<file path="src/rtl/flappy_pkg.sv">
// ---------------------------------------------------------------------------
// flappy_pkg
// Shared constants for the Flappy obstacle generator: screen and pipe
// geometry, run/halt state encodings, the LFSR seed and step function, and
// the tables of starting X/Y edges for the four pipe lanes.
// ---------------------------------------------------------------------------
package flappy_pkg;

    localparam int SCREEN_W     = 640;
    localparam int PIPE_W       = 80;
    localparam int PIPE_SPACING = 160;
    localparam int NUM_LANES    = 4;

    typedef enum logic [1:0] {
        IDLE = 2'd0,
        RUN  = 2'd1,
        HALT = 2'd2
    } state_t;

    localparam logic [15:0] LFSR_SEED = 16'hACE1;

    // Fibonacci LFSR, taps 16/14/13/11 (bits 15, 13, 12, 10), shifting left.
    function automatic logic [15:0] lfsr_next(input logic [15:0] value);
        return {value[14:0], value[15] ^ value[13] ^ value[12] ^ value[10]};
    endfunction

    // Starting left edge of each lane, one pipe spacing apart.
    function automatic logic [9:0] init_x(input int lane);
        case (lane)
            0:       return 10'd320;
            1:       return 10'd480;
            2:       return 10'd0;
            default: return 10'd160;
        endcase
    endfunction

    // Starting gap-top edge of each lane.
    function automatic logic [9:0] init_y(input int lane);
        case (lane)
            0:       return 10'd140;
            1:       return 10'd200;
            2:       return 10'd260;
            default: return 10'd320;
        endcase
    endfunction

endpackage

</file>
<file path="src/rtl/obstacle_scroller_if.sv">
// ---------------------------------------------------------------------------
// obstacle_scroller_if
// Bundles the game-controller pulses and the obstacle outputs consumed by
// the VGA stage.
//   start, crash        : one-cycle pulses from the game controller
//   X_Edge_O1..O4       : pipe left edges (0..639)
//   Y_Edge_O1..O4       : gap-top edges
//   score, pass_pulse   : pipes passed and a one-cycle pass strobe
//   state               : IDLE=0, RUN=1, HALT=2
// slave is the obstacle generator side, master the controller/consumer side.
// ---------------------------------------------------------------------------
interface obstacle_scroller_if;

    logic       start;
    logic       crash;
    logic [9:0] X_Edge_O1;
    logic [9:0] X_Edge_O2;
    logic [9:0] X_Edge_O3;
    logic [9:0] X_Edge_O4;
    logic [9:0] Y_Edge_O1;
    logic [9:0] Y_Edge_O2;
    logic [9:0] Y_Edge_O3;
    logic [9:0] Y_Edge_O4;
    logic [7:0] score;
    logic       pass_pulse;
    logic [1:0] state;

    modport slave (
        input  start, crash,
        output X_Edge_O1, X_Edge_O2, X_Edge_O3, X_Edge_O4,
        output Y_Edge_O1, Y_Edge_O2, Y_Edge_O3, Y_Edge_O4,
        output score, pass_pulse, state
    );

    modport master (
        output start, crash,
        input  X_Edge_O1, X_Edge_O2, X_Edge_O3, X_Edge_O4,
        input  Y_Edge_O1, Y_Edge_O2, Y_Edge_O3, Y_Edge_O4,
        input  score, pass_pulse, state
    );

endinterface

</file>
<file path="src/rtl/obstacle_scroller_lane.sv">
// ---------------------------------------------------------------------------
// obstacle_lane
// One pipe lane: holds the X/Y edge registers, moves the pipe left on each
// tick, wraps it to the right edge of the screen with a fresh gap height,
// and flags when this tick's move carries the pipe's right edge past the
// bird column.
//   clk, reset   : clock and synchronous active-low reset
//   reinit       : reload the starting X/Y for this lane
//   tick         : scroll step strobe
//   rnd          : 8 random bits used for the new gap height on wrap
//   x, y         : registered pipe left edge and gap-top edge
//   pass         : this tick's move would pass the bird (combinational)
// ---------------------------------------------------------------------------
module obstacle_lane
    import flappy_pkg::*;
#(
    parameter int LANE    = 0,
    parameter int SPEED   = 2,
    parameter int BIRD_X  = 160,
    parameter int GAP_MIN = 100
) (
    input  logic       clk,
    input  logic       reset,
    input  logic       reinit,
    input  logic       tick,
    input  logic [7:0] rnd,
    output logic [9:0] x,
    output logic [9:0] y,
    output logic       pass
);

    localparam logic [9:0] SPEED_V  = 10'(SPEED);
    localparam logic [9:0] BIRD_V   = 10'(BIRD_X);
    localparam logic [9:0] GAP_V    = 10'(GAP_MIN);
    localparam logic [9:0] PIPE_V   = 10'(PIPE_W);
    localparam logic [9:0] SCREEN_V = 10'(SCREEN_W);

    logic       wrap;
    logic [9:0] x_move;

    // Next position; a wrapped pipe re-enters from the right, and a wrap is
    // never counted as a pass even though its right edge jumps.
    always_comb begin
        wrap   = (x < SPEED_V);
        x_move = wrap ? (x + SCREEN_V - SPEED_V) : (x - SPEED_V);
        pass   = !wrap && ((x + PIPE_V) >= BIRD_V) && ((x_move + PIPE_V) < BIRD_V);
    end

    // Edge registers only move on a tick, so they hold whenever the
    // scroller is not running.
    always_ff @(posedge clk) begin
        if (!reset || reinit) begin
            x <= init_x(LANE);
            y <= init_y(LANE);
        end else if (tick) begin
            x <= x_move;
            if (wrap) begin
                y <= GAP_V + {2'b00, rnd};
            end
        end
    end

endmodule

</file>
<file path="src/rtl/obstacle_scroller.sv">
// ---------------------------------------------------------------------------
// obstacle_scroller
// Generates the four scrolling pipe obstacles and the pass score for Flappy.
// Holds the IDLE/RUN/HALT state machine, the scroll-step tick divider, the
// gap-height LFSR and the saturating score adder; the per-pipe motion lives
// in four obstacle_lane instances.
//   clk   : pixel clock
//   reset : synchronous, active-low
//   bus   : obstacle_scroller_if.slave (start/crash in; edges, score,
//           pass_pulse and state out)
// ---------------------------------------------------------------------------
module obstacle_scroller
    import flappy_pkg::*;
#(
    parameter int TICK_DIV = 416667,
    parameter int SPEED    = 2,
    parameter int BIRD_X   = 160,
    parameter int GAP_MIN  = 100
) (
    input  logic                  clk,
    input  logic                  reset,
    obstacle_scroller_if.slave    bus
);

    localparam int               CNT_W     = (TICK_DIV > 2) ? $clog2(TICK_DIV) : 1;
    localparam logic [CNT_W-1:0] TICK_LAST = CNT_W'(TICK_DIV - 1);

    state_t            cur_state;
    state_t            next_state;
    logic              enter_run;
    logic              reinit;
    logic              tick;
    logic [CNT_W-1:0]  tick_cnt;
    logic [15:0]       lfsr;
    logic [7:0]        score_q;
    logic              pulse_q;
    logic [2:0]        pass_count;
    logic [8:0]        score_sum;

    logic [9:0]        lane_x    [NUM_LANES];
    logic [9:0]        lane_y    [NUM_LANES];
    logic              lane_pass [NUM_LANES];

    // State register.
    always_ff @(posedge clk) begin
        if (!reset) begin
            cur_state <= IDLE;
        end else begin
            cur_state <= next_state;
        end
    end

    // Next-state logic. Crash takes priority over start while running, and a
    // restart from HALT reloads the playfield on the same edge it resumes.
    always_comb begin
        next_state = cur_state;
        enter_run  = 1'b0;
        reinit     = 1'b0;
        case (cur_state)
            IDLE: begin
                if (bus.start) begin
                    next_state = RUN;
                    enter_run  = 1'b1;
                end
            end
            RUN: begin
                if (bus.crash) begin
                    next_state = HALT;
                end
            end
            HALT: begin
                if (bus.start) begin
                    next_state = RUN;
                    enter_run  = 1'b1;
                    reinit     = 1'b1;
                end
            end
            default: begin
                next_state = IDLE;
            end
        endcase
    end

    assign tick = (cur_state == RUN) && (tick_cnt == TICK_LAST);

    // Scroll-step divider, restarted from zero every time RUN is entered.
    always_ff @(posedge clk) begin
        if (!reset || enter_run) begin
            tick_cnt <= '0;
        end else if (cur_state == RUN) begin
            tick_cnt <= tick ? '0 : tick_cnt + CNT_W'(1);
        end
    end

    // Gap-height LFSR; free-runs while playing and survives a restart so
    // successive games see different gaps.
    always_ff @(posedge clk) begin
        if (!reset) begin
            lfsr <= LFSR_SEED;
        end else if (cur_state == RUN) begin
            lfsr <= lfsr_next(lfsr);
        end
    end

    genvar k;
    generate
        for (k = 0; k < NUM_LANES; k++) begin : g_lane
            obstacle_lane #(
                .LANE    (k),
                .SPEED   (SPEED),
                .BIRD_X  (BIRD_X),
                .GAP_MIN (GAP_MIN)
            ) u_lane (
                .clk    (clk),
                .reset  (reset),
                .reinit (reinit),
                .tick   (tick),
                .rnd    (lfsr[2*k +: 8]),
                .x      (lane_x[k]),
                .y      (lane_y[k]),
                .pass   (lane_pass[k])
            );
        end
    endgenerate

    // Number of lanes crossing the bird this step, added with saturation.
    always_comb begin
        pass_count = {2'b00, lane_pass[0]} + {2'b00, lane_pass[1]}
                   + {2'b00, lane_pass[2]} + {2'b00, lane_pass[3]};
        score_sum  = {1'b0, score_q} + {6'b000000, pass_count};
    end

    // Score and pass strobe; the strobe is registered so it lands in the
    // cycle after the tick, alongside the updated edges.
    always_ff @(posedge clk) begin
        if (!reset || reinit) begin
            score_q <= 8'd0;
            pulse_q <= 1'b0;
        end else begin
            pulse_q <= tick && (pass_count != 3'd0);
            if (tick) begin
                score_q <= score_sum[8] ? 8'hFF : score_sum[7:0];
            end
        end
    end

    assign bus.X_Edge_O1  = lane_x[0];
    assign bus.X_Edge_O2  = lane_x[1];
    assign bus.X_Edge_O3  = lane_x[2];
    assign bus.X_Edge_O4  = lane_x[3];
    assign bus.Y_Edge_O1  = lane_y[0];
    assign bus.Y_Edge_O2  = lane_y[1];
    assign bus.Y_Edge_O3  = lane_y[2];
    assign bus.Y_Edge_O4  = lane_y[3];
    assign bus.score      = score_q;
    assign bus.pass_pulse = pulse_q;
    assign bus.state      = cur_state;

endmodule

</file>
<file path="src/flat_wrapper.sv">
// flat-port wrapper written by rule: the top's interface ports become plain ports
module obstacle_scroller_flat import flappy_pkg::*;
#(
    parameter int TICK_DIV = 416667,
    parameter int SPEED    = 2,
    parameter int BIRD_X   = 160,
    parameter int GAP_MIN  = 100
)
  (clk, reset, bus_start, bus_crash, bus_X_Edge_O1, bus_X_Edge_O2, bus_X_Edge_O3, bus_X_Edge_O4, bus_Y_Edge_O1, bus_Y_Edge_O2, bus_Y_Edge_O3, bus_Y_Edge_O4, bus_score, bus_pass_pulse, bus_state);
  obstacle_scroller_if bus_i ();
  input  logic clk;
  input  logic reset;
  input wire logic [$bits(bus_i.start)-1:0] bus_start;
  input wire logic [$bits(bus_i.crash)-1:0] bus_crash;
  output wire logic [$bits(bus_i.X_Edge_O1)-1:0] bus_X_Edge_O1;
  output wire logic [$bits(bus_i.X_Edge_O2)-1:0] bus_X_Edge_O2;
  output wire logic [$bits(bus_i.X_Edge_O3)-1:0] bus_X_Edge_O3;
  output wire logic [$bits(bus_i.X_Edge_O4)-1:0] bus_X_Edge_O4;
  output wire logic [$bits(bus_i.Y_Edge_O1)-1:0] bus_Y_Edge_O1;
  output wire logic [$bits(bus_i.Y_Edge_O2)-1:0] bus_Y_Edge_O2;
  output wire logic [$bits(bus_i.Y_Edge_O3)-1:0] bus_Y_Edge_O3;
  output wire logic [$bits(bus_i.Y_Edge_O4)-1:0] bus_Y_Edge_O4;
  output wire logic [$bits(bus_i.score)-1:0] bus_score;
  output wire logic [$bits(bus_i.pass_pulse)-1:0] bus_pass_pulse;
  output wire logic [$bits(bus_i.state)-1:0] bus_state;
  assign bus_i.start = bus_start;
  assign bus_i.crash = bus_crash;
  assign bus_X_Edge_O1 = bus_i.X_Edge_O1;
  assign bus_X_Edge_O2 = bus_i.X_Edge_O2;
  assign bus_X_Edge_O3 = bus_i.X_Edge_O3;
  assign bus_X_Edge_O4 = bus_i.X_Edge_O4;
  assign bus_Y_Edge_O1 = bus_i.Y_Edge_O1;
  assign bus_Y_Edge_O2 = bus_i.Y_Edge_O2;
  assign bus_Y_Edge_O3 = bus_i.Y_Edge_O3;
  assign bus_Y_Edge_O4 = bus_i.Y_Edge_O4;
  assign bus_score = bus_i.score;
  assign bus_pass_pulse = bus_i.pass_pulse;
  assign bus_state = bus_i.state;
  obstacle_scroller #(.TICK_DIV(TICK_DIV), .SPEED(SPEED), .BIRD_X(BIRD_X), .GAP_MIN(GAP_MIN)) u_core (.clk(clk), .reset(reset), .bus(bus_i));
endmodule
</file>
<file path="config.mk">
export PLATFORM = sky130hd
export DESIGN_NAME = obstacle_scroller_flat
export DESIGN_NICKNAME = d
export VERILOG_FILES = /design/src/rtl/flappy_pkg.sv /design/src/rtl/obstacle_scroller_if.sv /design/src/rtl/obstacle_scroller_lane.sv /design/src/rtl/obstacle_scroller.sv /design/src/flat_wrapper.sv
export SDC_FILE = /design/constraint.sdc
export NUM_CORES = 1
export LEC_CHECK = 0
export ABC_AREA = 1
export BUFFER_PORTS_ARGS = -buffer_cell sky130_fd_sc_hd__buf_2
export CAP_MARGIN = 0
export CORE_MARGIN = 1
export CORE_UTILIZATION = 65
export CTS_BUF_LIST = sky130_fd_sc_hd__clkbuf_4 sky130_fd_sc_hd__clkbuf_8
export DETAILED_ROUTE_END_ITERATION = 12
export PLACE_DENSITY = 0.95
export SYNTH_ARGS = -nofsm -noshare
export SYNTH_HDL_FRONTEND = slang
export SYNTH_SLANG_ARGS = --single-unit
export TNS_END_PERCENT = 30
</file>
<file path="constraint.sdc">
create_clock -name clk -period 10.4 [get_ports clk]
set_input_delay 2.08 -clock clk [delete_from_list [all_inputs] [get_ports clk]]
set_output_delay 2.08 -clock clk [all_outputs]
set_load 0.01 [all_outputs]
</file>
# After elaboration in Yosys (flattened, before gate mapping)
# Index checks and enable logic that the tools add are counted.
[totals]
inputBits = 4
ram_bits = 0
ff_bits = 126
rom_bits = 0
out_inout_bits = 91
latchBits = 0
memories = 0
wordCells = 99
[op_classes]
multipliers = 0
order_cmp = 12
bitwise = 3
shift = 0
n_div = 0
n_addsub = 29
eq_ne = 5
reduce_logical = 25
muxes = 12
[ops]
columns = ["operator", "n"]
rows = [
  ["$add 10x7->10 const B", 8],
  ["$sub 10x2->10 const B", 8],
  ["$add 10x10->10 const B", 4],
  ["$ge 10x8->1 const B", 4],
  ["$lt 10x2->1 const B", 4],
  ["$lt 10x8->1 const B", 4],
  ["$mux 10", 4],
  ["$add 7x8->9 const A", 4],
  ["$add 19x1->19 const B", 1],
  ["$eq 19x19->1 const B", 1],
  ["$mux 19", 1],
  ["$logic_and 1x1->1", 10],
  ["$reduce_and 2->1", 5],
  ["$add 8x3->9", 1],
  ["$mux 8", 1],
  ["$add 3x1->3", 2],
  ["$logic_not 1->1", 5],
  ["$mux 2", 2],
  ["$pmux 2 s2", 1],
  ["$mux 1", 3],
  ["$reduce_bool 3->1", 1],
  ["$xor 1x1->1", 3],
  ["$add 1x1->2", 1],
  ["$eq 2x1->1 const B", 1],
  ["other kinds (6)", 7],
]

# Depth between registers and ports, before layout
[logic_depth]
word_depth = 11
depth_mapped = 24
mapped_depth_nobuf = 24

# Cells and area by module
# Synthesis repeated with hierarchy kept, for this count alone.
[unflattened]
cells_unflattened = 1157
hier_area_um2 = 7708.6
[modules_own_cells]
columns = ["mod", "seq_area_each_um2", "instances", "cells_per_inst", "area_each_um2"]
rows = [
  ["obstacle_scroller", 920.9, 1, 367, 2575.0],
  ["obstacle_lane at u_core.g_lane[3].u_lane", 360.3, 1, 196, 1297.5],
  ["obstacle_lane at u_core.g_lane[1].u_lane", 360.3, 1, 196, 1285.0],
  ["obstacle_lane at u_core.g_lane[2].u_lane", 360.3, 1, 199, 1285.0],
  ["obstacle_lane at u_core.g_lane[0].u_lane", 360.3, 1, 199, 1266.2],
]

# Worst setup path after synthesis
# OpenSTA, ideal clock, no wires.
[synth_path]
kind = "register -> register"
startpoint = "reg u_core.g_lane[0].u_lane.x[1]"
endpoint = "reg u_core.score_q[3], in the netlist u_core.bus.score[3]"
t_required_ns = 10.263
period_less_slack_ns = 3.795
stages_incl_launch_ff = 21
t_arrival_ns = 3.658
setup_time_ns = 0.137
path_buffers = 0
path_slack_ns = 6.605
path_cell_list = "dfxtp_1 -> clkinv_1 -> ha_1 -> nand2_1 -> nand2_1 -> nand2_1 -> ha_1 -> nand3b_1 -> nand3_1 -> nand3_1 -> nor2_1 -> ha_1 -> fa_1 -> ha_1 -> fa_1 -> a21oi_1 -> nor3_1 -> nand2_1 -> inv_1 -> o211ai_1 -> a21oi_1"
[synth_via]
elab_chain_len = 11
elab_cells_between_ends = 17
classes_between = "add/sub: 9; order compare: 3; mux: 2; reduce/logical: 3"
[synth_rtl]
columns = ["element", "line_no", "text"]
rows = [
  ["start, declared", "obstacle_scroller_lane.sv:27", "output logic [9:0] x,"],
  ["start signal, assigned", "obstacle_scroller_lane.sv:53", "x <= init_x(LANE);"],
  ["start signal, assigned", "obstacle_scroller_lane.sv:56", "x <= x_move;"],
  ["$add 10x10->10", "obstacle_scroller_lane.sv:45", "x_move = wrap ? (x + SCREEN_V - SPEED_V) : (x - SPEED_V);"],
  ["$sub 10x2->10", "obstacle_scroller_lane.sv:45", ""],
  ["$mux 10 (*)", "obstacle_scroller_lane.sv:45", ""],
  ["via u_core.g_lane[0].u_lane.x_move[5]", "obstacle_scroller_lane.sv:39", "logic [9:0] x_move;"],
  ["$add 10x7->10 (*)", "obstacle_scroller_lane.sv:46", "pass = !wrap && ((x + PIPE_V) >= BIRD_V) && ((x_move + PIPE_V) < BIRD_V);"],
  ["$lt 10x8->1 (*)", "obstacle_scroller_lane.sv:46", ""],
  ["$logic_and 1x1->1 (*)", "obstacle_scroller_lane.sv:46", ""],
  ["$add 1x1->2 (*)", "obstacle_scroller.sv:128", "pass_count = {2'b00, lane_pass[0]} + {2'b00, lane_pass[1]}"],
  ["$add 3x1->3 (*) (2 in a row)", "obstacle_scroller.sv:129", "+ {2'b00, lane_pass[2]} + {2'b00, lane_pass[3]};"],
  ["$add 8x3->9 (*)", "obstacle_scroller.sv:130", "score_sum = {1'b0, score_q} + {6'b000000, pass_count};"],
  ["$mux 8 (*)", "obstacle_scroller.sv:142", "score_q <= score_sum[8] ? 8'hFF : score_sum[7:0];"],
  ["end signal, assigned", "obstacle_scroller.sv:142", ""],
  ["end, declared", "obstacle_scroller.sv:35", "logic [7:0] score_q;"],
]
# Mark *: on every way through the listed nets, which the timed path passes. The rest lies on a longest branch.
# A chain may end at the register's enable or synchronous reset.

# Worst setup path after layout
[layout_path]
startpoint = "reg u_core.g_lane[0].u_lane.x[1]"
endpoint = "reg u_core.score_q[1], in the netlist u_core.bus.score[1]"
# The elaborated chain is that of the path after synthesis.

==> out/results.ini <==
[outcome]
outcome = finished clean

[synth]
synth-async-reset-ratio_pct = 0
synth.lib_cells_used.distinct = 40
yosysSeqAreaShare_pct = 33.2
synth_cells = 1071
synthesis.area_per_instance_um2 = 6.64
postSynthRegisterBits = 118
yosysTopAreaCellShare_pct = 33.2
synth.cell_area_um2 = 7110
synth-edff-count = 0
post-synth-top-count-cell = sky130_fd_sc_hd__nand2_1
synth.area.top_cells = sky130_fd_sc_hd__dfxtp_1 33%, sky130_fd_sc_hd__nand2_1 13%, sky130_fd_sc_hd__nor2_1 8.0%, sky130_fd_sc_hd__ha_1 6.7%, sky130_fd_sc_hd__nand3_1 6.2%
ys_dominant_reg_cell = sky130_fd_sc_hd__dfxtp_1
synth_top_area_cell = sky130_fd_sc_hd__dfxtp_1
post_synth_most_frequent_cells = 239 x sky130_fd_sc_hd__nand2_1, 151 x sky130_fd_sc_hd__nor2_1, 118 x sky130_fd_sc_hd__dfxtp_1, 112 x sky130_fd_sc_hd__inv_1, 88 x sky130_fd_sc_hd__nand3_1
yosysWarningCount = 0

[place]
io_buffer_count = 86
dp_slack_ns = 6.18
detailed_place.area_um2 = 7520
sum_of_net_half_perimeters_after_detailed_placement_um = 12100
gpl.final_weighted_congestion = 0.926

[clocking]
clk_root_buffer_cell = sky130_fd_sc_hd__clkbuf_8
worst_skew_late_latency_ns = 0.45
cts.repair_timing.setup_buffer_count = 0
clock_tree_buffer_depth = 2
ctsHoldBuffers = 0
cts_resized = 0
clkSlewWorstSetupHoldPaths_ns = 0.09
cts.sink_count = 118
cts_tree = done
cts_buffers = 17
number_of_levels_the_h_tree_was_split_into = 4

[die]
die_h_um = 107
design.core.area_um2 = 10500
initial_utilization_pct = 67.9
design.die.area_um2 = 11400
dieWidth_um = 107
design.portCount = 95
num_rows = 37

[setup_path]
timing.reg2reg.worst_path_depth = 22
arrival_ns = 4.69
critical_path_start = u_core.g_lane[0].u_lane.x[1]
crit_path_max_fanout = 9
critical_path.reg2reg.startpoint = u_core.g_lane[0].u_lane.x[1]
timing.critical_path.from_type = flop
endpoint_kind = flop
critPathRequiredTime_ns = 10.72
type_of_the_worst_setup_path = reg -> reg

[global_route]
grt_overflow_total = 0
grt_pass1_vias = 6471
initial_antenna_violation_count = 0
grtUsageTotal_pct = 32.1
grt_max_degree = 43
grt_first_pass_wirelength_um = 29300

[sta]
setup_tns_final_ns = 0
postLayoutSetupSlackWorst_ns = 6.04
worstMarginPinSlew_ns = 1.02
max-slew-margin-rel_pct = 31.7
clock_skew_ns = 0.0163
final.min_clock_period_ns = 4.36
final-max-slew-violation-count = 0
clock.fmax_mhz = 229
hold_violations = 0
grt_setup_unrepaired = false
setup_viol = 0
layout_worst_path_cycle_share_pct = 42.0

[power]
leakagePower_nw = 3.84
p_total_mw = 0.934
max-vdd-ir-drop_v = 0.000103
power_density_nw_per_um2 = 118

[hold_path]
start_point_of_the_worst_hold_path = u_core.tick_cnt[9]
timing.hold.worst_path_depth = 2
worst_hold_path_type = reg -> reg

[routing]
drt_pass1_iterations = 5
drt_iter0_markers = 556
post_drt_wl_per_cell_um = 13.9
detail_route.drc_violations = 0
drt-total-wl_um = 17900
vias_per_cell = 5.64
dr_total_vias = 7285
ant_nets = 0

[flow_run]
max-cap-violations = 0

[cells_and_area]
nets = 1186
layout-drive-gt1-share_pct = 13.1
area_added_between_synthesis_and_finish_pct = 11.2
n_antenna_cell = 0
design_area_um2 = 7900

## area by class of cell
class / count / area (µm²)
multi-input cells: 796 / 4090
fillers: 817 / 2560
flip-flops and latches: 118 / 2360
inverters: 121 / 454
repair buffers: 88 / 445
clock buffers: 17 / 234
well taps: 136 / 170
clock inverters: 15 / 151
## final timing paths
check,end,slack [ns]
setup reg to reg,u_core.bus.score[1],6.04
setup / recovery,u_core.bus.score[1],6.04
hold / removal,u_core.tick_cnt[9],0.46
hold reg to reg,u_core.tick_cnt[9],0.46
## where the power goes
part / leakage, nW / internal [mW] / switching (mW)
Combinational: 2.70 / 0.0155 / 0.0342
Clock: 0.192 / 0.180 / 0.237
Sequential: 0.954 / 0.457 / 0.0102
Total: 3.84 / 0.653 / 0.281
## layout by cell type (no fill, tap or decap), drive strengths merged
master,count
a211oi,6
a21oi,73
a31oi,1
buf,88
clkbuf,17
clkinv,4
clkinvlp,2
conb,8
dfxtp,118
fa,2
ha,38
inv,130
mux2i,1
nand2,244
nand3,88
nand3b,7
nand4,21
nor2,154
nor3,16
nor3b,1
nor4,2
o211ai,6
o21ai,88
o21bai,3
o31ai,1
or2,6
xnor2,7
xor2,23
## layer usage
metal / part of all wire (%) / global-route usage [%] / vias up
li1: - / - / 3601
met1: 43 / 38.9 / 3331
met2: 47 / 54.2 / 293
met3: 7.0 / 7.60 / 60
met4: 3.1 / 13.6 / 0
met5: 0 / 0 / -
## kinds of logic (layout without fill, tap and decap cells)
logic type / after synthesis / in the layout / synth area share [%]
AO/OA/AOI/OAI: 178 / 178 / 13.6
other: 1 / 8 / 0.0528
XOR/XNOR: 30 / 30 / 3.70
AND/OR/NAND/NOR: 539 / 539 / 32.3
flip-flops: 118 / 118 / 33.2
adder cells (fa/ha/maj): 40 / 40 / 7.25
buffers and inverters: 164 / 241 / 9.70
multiplexers: 1 / 1 / 0.141
## sequential cells by signal, indices dropped and copies added, names as in the netlist
| register | cells |
|---|---|
| u_core.g_lane.u_lane.x | 36 |
| u_core.bus.state | 2 |
| u_core.g_lane.u_lane.y | 36 |
| u_core.lfsr | 16 |
| u_core.bus.score | 8 |
| u_core.bus.pass_pulse | 1 |
| u_core.tick_cnt | 19 |
## critical path, stage by stage (launching register included)
cell	delay, ns
sky130_fd_sc_hd__dfxtp_1	0.34
sky130_fd_sc_hd__clkinv_1	0.23
sky130_fd_sc_hd__ha_1	0.35
sky130_fd_sc_hd__nand2_1	0.14
sky130_fd_sc_hd__nand2_1	0.07
sky130_fd_sc_hd__nand2_1	0.11
sky130_fd_sc_hd__ha_1	0.18
sky130_fd_sc_hd__inv_1	0.04
sky130_fd_sc_hd__nand2_1	0.10
sky130_fd_sc_hd__nand3b_1	0.09
sky130_fd_sc_hd__nand3_1	0.09
sky130_fd_sc_hd__nand3_1	0.07
sky130_fd_sc_hd__nor2_1	0.12
sky130_fd_sc_hd__ha_1	0.27
sky130_fd_sc_hd__fa_1	0.40
sky130_fd_sc_hd__ha_1	0.35
sky130_fd_sc_hd__fa_1	0.47
sky130_fd_sc_hd__a21oi_1	0.16
sky130_fd_sc_hd__nor3_1	0.07
sky130_fd_sc_hd__nand2_1	0.15
sky130_fd_sc_hd__inv_1	0.11
sky130_fd_sc_hd__nor3_1	0.24
sky130_fd_sc_hd__nor2_1	0.09
## stage by stage
stage | utilization [%] | hold WS (ns) | cells
2_1_floorplan | - | 0.423 | 1078
3_3_place_gp | 71.8 | 0.432 | 1259
3_5_place_dp | 71.8 | 0.456 | 1259
4_1_cts | 75.5 | 0.472 | 1291
5_1_grt | 75.5 | 0.485 | 1291
6_report | 75.5 | 0.462 | 1291
(Power assumes the default switching activity.)
